File: config.mk
export PLATFORM = sky130hd
export DESIGN_NAME = pe_ingress_buffer
export DESIGN_NICKNAME = d
export VERILOG_FILES = /design/src/rtl/pe_ingress_buffer.sv
export SDC_FILE = /design/constraint.sdc
export NUM_CORES = 1
export LEC_CHECK = 0
export CAP_MARGIN = 15
export CORE_ASPECT_RATIO = 0.5
export CORE_MARGIN = 2
export CORE_UTILIZATION = 61
export DETAILED_ROUTE_END_ITERATION = 10
export PLACE_DENSITY = 0.84
export SKIP_LAST_GASP = 1
export SYNTH_ARGS = -nofsm -noshare
export SYNTH_HDL_FRONTEND = slang
export SYNTH_SLANG_ARGS = --single-unit
File: constraint.sdc
create_clock -name clk -period 6.16 [get_ports clk]
set_input_delay 1.232 -clock clk [delete_from_list [all_inputs] [get_ports clk]]
set_output_delay 1.232 -clock clk [all_outputs]
set_load 0.05 [all_outputs]
File: src/rtl/pe_ingress_buffer.sv
// rtl/pe_ingress_buffer.sv - PE injection-port ingress FIFO with out-of-range destination drop
//
// Purpose: accepts {dest, payload} packets from a PE and buffers them in a small FIFO.
//   Buffered packets are presented in order to the first switch stage. A packet whose
//   destination is not below numPE is accepted and then discarded, so a bad traffic
//   pattern can never stall the PE.
// Optional feature macro: INGRESS_STATS_EN (adds saturating forwarded/dropped counters).
// Ports:
//   clk, rst         clock, asynchronous active-high reset
//   i_data           packet from PE (dest in [DataWidth+:AddressWidth])
//   i_data_valid     PE packet valid
//   o_data_ready     buffer can accept (depends on registered count only)
//   o_data           registered head packet to switch
//   o_data_valid     registered head valid
//   i_data_ready     switch accepts head
//   o_pkt_count      (INGRESS_STATS_EN) packets forwarded
//   o_drop_count     (INGRESS_STATS_EN) packets dropped
module pe_ingress_buffer #(
  parameter int numPE        = 4,
  parameter int AddressWidth = 2,
  parameter int DataWidth    = 32,
  parameter int TotalWidth   = 35,
  parameter int FifoDepth    = 4
) (
  input  logic                  clk,
  input  logic                  rst,
  input  logic [TotalWidth-1:0] i_data,
  input  logic                  i_data_valid,
  output logic                  o_data_ready,
  output logic [TotalWidth-1:0] o_data,
  output logic                  o_data_valid,
  input  logic                  i_data_ready
`ifdef INGRESS_STATS_EN
  ,
  output logic [15:0]           o_pkt_count,
  output logic [15:0]           o_drop_count
`endif
);

  localparam int PW = $clog2(FifoDepth);
  localparam logic [PW:0] CountFull = (PW+1)'(FifoDepth);

  logic [TotalWidth-1:0] r_mem [FifoDepth];
  logic [PW-1:0]         r_wr_ptr;
  logic [PW-1:0]         r_rd_ptr;
  logic [PW:0]           r_count;
  logic [TotalWidth-1:0] r_data;
  logic                  r_data_valid;

  logic [AddressWidth-1:0] w_dest;
  logic                    w_legal;
  logic                    w_accept;
  logic                    w_push;
  logic                    w_pop;
  logic [PW-1:0]           w_wr_nxt;
  logic [PW-1:0]           w_rd_nxt;
  logic [PW:0]             w_count_nxt;
  logic [TotalWidth-1:0]   w_head_nxt;

  assign w_dest       = i_data[DataWidth +: AddressWidth];
  assign w_legal      = (32'(w_dest) < numPE);
  assign o_data_ready = (r_count != CountFull);
  assign w_accept     = i_data_valid & o_data_ready;
  assign w_push       = w_accept & w_legal;
  assign w_pop        = r_data_valid & i_data_ready;

  assign w_wr_nxt = r_wr_ptr + PW'(w_push);
  assign w_rd_nxt = r_rd_ptr + PW'(w_pop);

  always_comb begin
    w_count_nxt = r_count;
    unique case ({w_push, w_pop})
      2'b10:   w_count_nxt = r_count + 1'b1;
      2'b01:   w_count_nxt = r_count - 1'b1;
      default: w_count_nxt = r_count;
    endcase
  end

  // The next head is the incoming packet when it lands exactly at the next read slot
  // (empty FIFO, or the last entry being popped); memory is not yet written then.
  assign w_head_nxt = (w_push && (w_rd_nxt == r_wr_ptr)) ? i_data : r_mem[w_rd_nxt];

  always_ff @(posedge clk) begin
    if (w_push) begin
      r_mem[r_wr_ptr] <= i_data;
    end
  end

  always_ff @(posedge clk or posedge rst) begin
    if (rst) begin
      r_wr_ptr     <= '0;
      r_rd_ptr     <= '0;
      r_count      <= '0;
      r_data       <= '0;
      r_data_valid <= 1'b0;
    end else begin
      r_wr_ptr     <= w_wr_nxt;
      r_rd_ptr     <= w_rd_nxt;
      r_count      <= w_count_nxt;
      r_data       <= w_head_nxt;
      r_data_valid <= (w_count_nxt != '0);
    end
  end

  assign o_data       = r_data;
  assign o_data_valid = r_data_valid;

`ifdef INGRESS_STATS_EN
  logic [15:0] r_pkt_count;
  logic [15:0] r_drop_count;

  always_ff @(posedge clk or posedge rst) begin
    if (rst) begin
      r_pkt_count  <= '0;
      r_drop_count <= '0;
    end else begin
      if (w_pop && (r_pkt_count != 16'hFFFF)) begin
        r_pkt_count <= r_pkt_count + 16'd1;
      end
      if (w_accept && !w_legal && (r_drop_count != 16'hFFFF)) begin
        r_drop_count <= r_drop_count + 16'd1;
      end
    end
  end

  assign o_pkt_count  = r_pkt_count;
  assign o_drop_count = r_drop_count;
`endif

endmodule

# [Word level (Yosys, flattened, before mapping)]
# Memory sizes are Yosys's and may differ from the RTL's. A register that Yosys moved wholly into a read port is not among the register bits.
# Index checks and enable logic that the tools add are counted.
[op_classes] shift=0 add_sub_neg=4 order_cmp=0 eq_ne=3 n_reduce_logical=1 n_div=0 bitwise=2 n_mul=0 n_mux=3
[ops] op="3-bit case mux with 2 select lines" count=1
[ops] op="2-bit by 1-bit adder with 2-bit output" count=2
[ops] op="3-bit by 1-bit adder with 3-bit output (second input constant)" count=1
[ops] op="3-bit != test (second input constant)" count=1
[ops] op="3-bit nonzero test" count=1
[ops] op="3-bit by 1-bit subtractor with 3-bit output (second input constant)" count=1
[ops] op="1-bit bitwise AND" count=2
[ops] op="2-bit by 1-bit == test with 1-bit output (second input constant)" count=1
[ops] op="2-bit == test (second input constant)" count=1
[ops] op="1-bit two-way mux" count=2
[totals] memories=1 reg_bits=8 latchBits=0 word_cells=18 in_bits=39 rom_bits=0 output_inout_bits=37 ram_bits=140
[memory_table] memory="r_mem" words=4 width=35 read_ports=1 rd_ports_with_merged_regs=1 write_ports=1 line="43" text="logic [TotalWidth-1:0] r_mem [FifoDepth];"

# [Longest topological paths before layout]
[depth] word_depth=5 ltp_mapped=9 mapped_depth_nobuf=8

# [Worst setup path before layout]
# Ideal clock, no wire load.
[synth_timing] path_kind="in2reg" from="input port i_data_valid" to="memory r_mem[2][0] (enable)" setup_time_ps=478 stages=2 path_buffers=0 t_arrival_ps=3983 path_slack_ps=1699 cell_sequence="nand2_1 > nor3b_1"
[synth_between] elab_chain_cells=3
[synth_lines] element="from (decl)" line="28" text="input logic i_data_valid,"
[synth_lines] element="1-bit bitwise AND" line="63" text="assign w_accept = i_data_valid & o_data_ready;"
[synth_lines] element="1-bit two-way mux" line="84" text="if (w_push) begin"
[synth_lines] element="1-bit two-way mux (implied by the code)" line="85" text="r_mem[r_wr_ptr] <= i_data;"
[synth_lines] element="to (decl)" line="43"
# No other way between the ends.

# [Worst setup path in the final report]
[layout_timing] from="input port i_data_ready" to="register r_data[34], in the netlist o_data[34], read port of r_mem"
[layout_between] elab_chain_cells=2
[layout_lines] element="from (decl)" line="32" text="input logic i_data_ready"
[layout_lines] element="1-bit bitwise AND" line="65" text="assign w_pop = r_data_valid & i_data_ready;"
[layout_lines] element="2-bit by 1-bit adder with 2-bit output" line="68" text="assign w_rd_nxt = r_rd_ptr + PW'(w_pop);"
[layout_lines] element="net w_rd_nxt[0]" line="56" text="logic [PW-1:0] w_rd_nxt;"
[layout_lines] element="to (decl)" line="47" text="logic [TotalWidth-1:0] r_data;"
# The timed path passes the listed nets, and every way through them passes these cells.

==> impl_metrics.json <==
{
  "drt_iter0_drc": 829,
  "dieArea_um2": 14000,
  "cts-resized-gates": 0,
  "tightest_slew_ns": 1.00,
  "wire_per_inst_um": 21.6,
  "crit_type": "in -> reg",
  "syn_nets": 651,
  "num_rows": 29,
  "slew_headroom_pct": 33.2,
  "layout_commonest_cell": "edfxtp_1",
  "yosys_register_bits": 183,
  "post-route-period-util_pct": 64.1,
  "first_pass_iters": 6,
  "setup_slack_ns": 2.21,
  "root_buffer": "clkbuf_16",
  "postRouteAntennaNets": 0,
  "finalMaxSlewViolations": 0,
  "drc": 0,
  "highest_layer": "met4",
  "start_kind": "input port",
  "die_w_um": 165,
  "overflow": 0,
  "antenna_found_initial": 0,
  "whs_ns": 0.478,
  "r2r_cells": 7,
  "num_antenna_cells": 0,
  "avgSynthCellArea_um2": 13.1,
  "dp_slack_ns": 1.85,
  "status": "finished clean",
  "wirelength_um": 18300,
  "clock_skew_ns": 0.00950,
  "cts_tree": "done",
  "io_pins": 76,
  "cp.required_ns": 6.49,
  "endpoint_kind": "register",
  "cts.sinks": 183,
  "setup_viol": 0,
  "synth-edff-count": 140,
  "numCtsBuffers": 17,
  "cts.path.max_buffers": 2,
  "final_cell_mix": "edfxtp_1 (140), nand2_1 (106), clkdlybuf4s50_1 (75), mux2i_1 (70), dfrtp_1 (42)",
  "grt_pass1_wl_um": 28800,
  "gp_congestion": 0.729,
  "io_buffers": 75,
  "grt_max_degree": 75,
  "worstHoldPathCells": 1,
  "yosysTopAreaCell": "edfxtp_1",
  "ys_types": 29,
  "coreArea_um2": 12700,
  "synth_ff_type": "edfxtp_1",
  "synth_area_um2": 7940,
  "drive_gt1_share_pct": 8.27,
  "die_h_um": 84.7,
  "arrival_ns": 4.28,
  "clkTransAtPathRegs_ns": 0.07,
  "met3_length_um": 1530,
  "vias": 5531,
  "rsz0062_at_grt": "no",
  "fmax_mhz": 253,
  "final_nets": 707,
  "track_usage_pct": 27.4,
  "maxCapViolCount": 0,
  "vias_per_cell": 6.53,
  "syn_inst": 608,
  "initial_utilization_pct": 62.5,
  "hold_class": "reg -> reg",
  "yosysWarnings": 0,
  "hpwl_um": 9110,
  "ctsHoldBuffers": 0,
  "synth_area_leaders": "edfxtp_1 (53%), dfrtp_1 (14%), mux2i_1 (8.8%)",
  "setup_tns_ns": 0,
  "area_growth_pct": 18.6,
  "period_needed_ns": 3.95,
  "synth-async-reset-ratio_pct": 23.5,
  "synth_sequential_area_ratio_pct": 66.5,
  "wl_met2_um": 8920,
  "htreeDepth": 4,
  "hold_viol": 0,
  "post_cts_buffers": 0,
  "wl_met1_um": 7330,
  "synth_top_area_share_pct": 53.0,
  "path_max_fanout": 36,
  "grt_pass1_vias": 5538,
  "clk-insertion-delay-late_ns": 0.43
}
## critical path, cell delays in order
cell and delay (ns):
clkdlybuf4s50_1 0.38, and2_1 0.18, ha_4 0.69, xnor2_1 0.22, and3_2 0.68, buf_4 0.50, o32ai_1 0.16, o22ai_1 0.20
## state kept, by name, indices dropped and copies added, names as in the netlist
signal        flops
o_data           35
o_data_valid      1
r_count           3
r_mem           140
r_rd_ptr          2
r_wr_ptr          2
## final timing paths
path | endpoint | slack [ns] | from
hold reg to reg | r_count[2] | 0.48 | r_count[2]
max in group asynchronous | r_wr_ptr[1] | 4.58 | rst
setup / recovery | o_data[34] | 2.21 | i_data_ready
hold / removal | r_count[2] | 0.48 | r_count[2]
min in group asynchronous | o_data[29] | 1.06 | rst
setup reg to reg | o_data[34] | 3.00 | o_data_valid
## final cells by class
cell class	instances	area [um2]
flip-flops and latches	183	5280
multi-input cells	374	2450
clock inverters	14	194
repair buffers	85	838
clock buffers	18	429
fillers	784	3290
well taps	170	213
inverters	3	11.3
## per-stage QoR
step | area, um2 | utilization (%) | cells
after floorplan | 7940 | - | 608
after global placement | 8770 | 69.1 | 814
after detailed placement | 8770 | 69.1 | 814
after CTS | 9390 | 74.0 | 846
after global routing | 9410 | 74.1 | 847
final | 9410 | 74.1 | 847
## Yosys cell counts, drive strengths merged, types with 2 or more instances
cell / n
o31ai: 35
buf: 26
a21oi: 35
o22ai: 35
nand2: 109
mux2i: 70
and3: 2
o32ai: 35
inv: 3
xor2: 2
xnor2: 4
dfrtp: 43
edfxtp: 140
ha: 3
nor3b: 2
nor2: 36
clkbuf: 22
## layer usage
metal | up-vias | GRT usage (%)
li1 | 2418 | -
met1 | 2720 | 36.6
met3 | 55 | 6.42
met2 | 338 | 44.5
met5 | - | 0
met4 | 0 | 10.3
## kinds of logic (layout without fill, tap and decap cells)
logic type	count (synthesis)	count (layout)	share of synthesized area, %
AO/OA/AOI/OAI	140	140	12.2
XOR/XNOR	6	6	0.757
adder cells (fa/ha/maj)	4	4	0.725
buffers and inverters	51	120	3.18
flip-flops	183	183	66.5
multiplexers	71	71	8.97
AND/OR/NAND/NOR	153	153	7.60
Power is left out: the tool's default activity adds up to more than one toggle a clock period on the data nets, which glitch-free logic cannot reach.
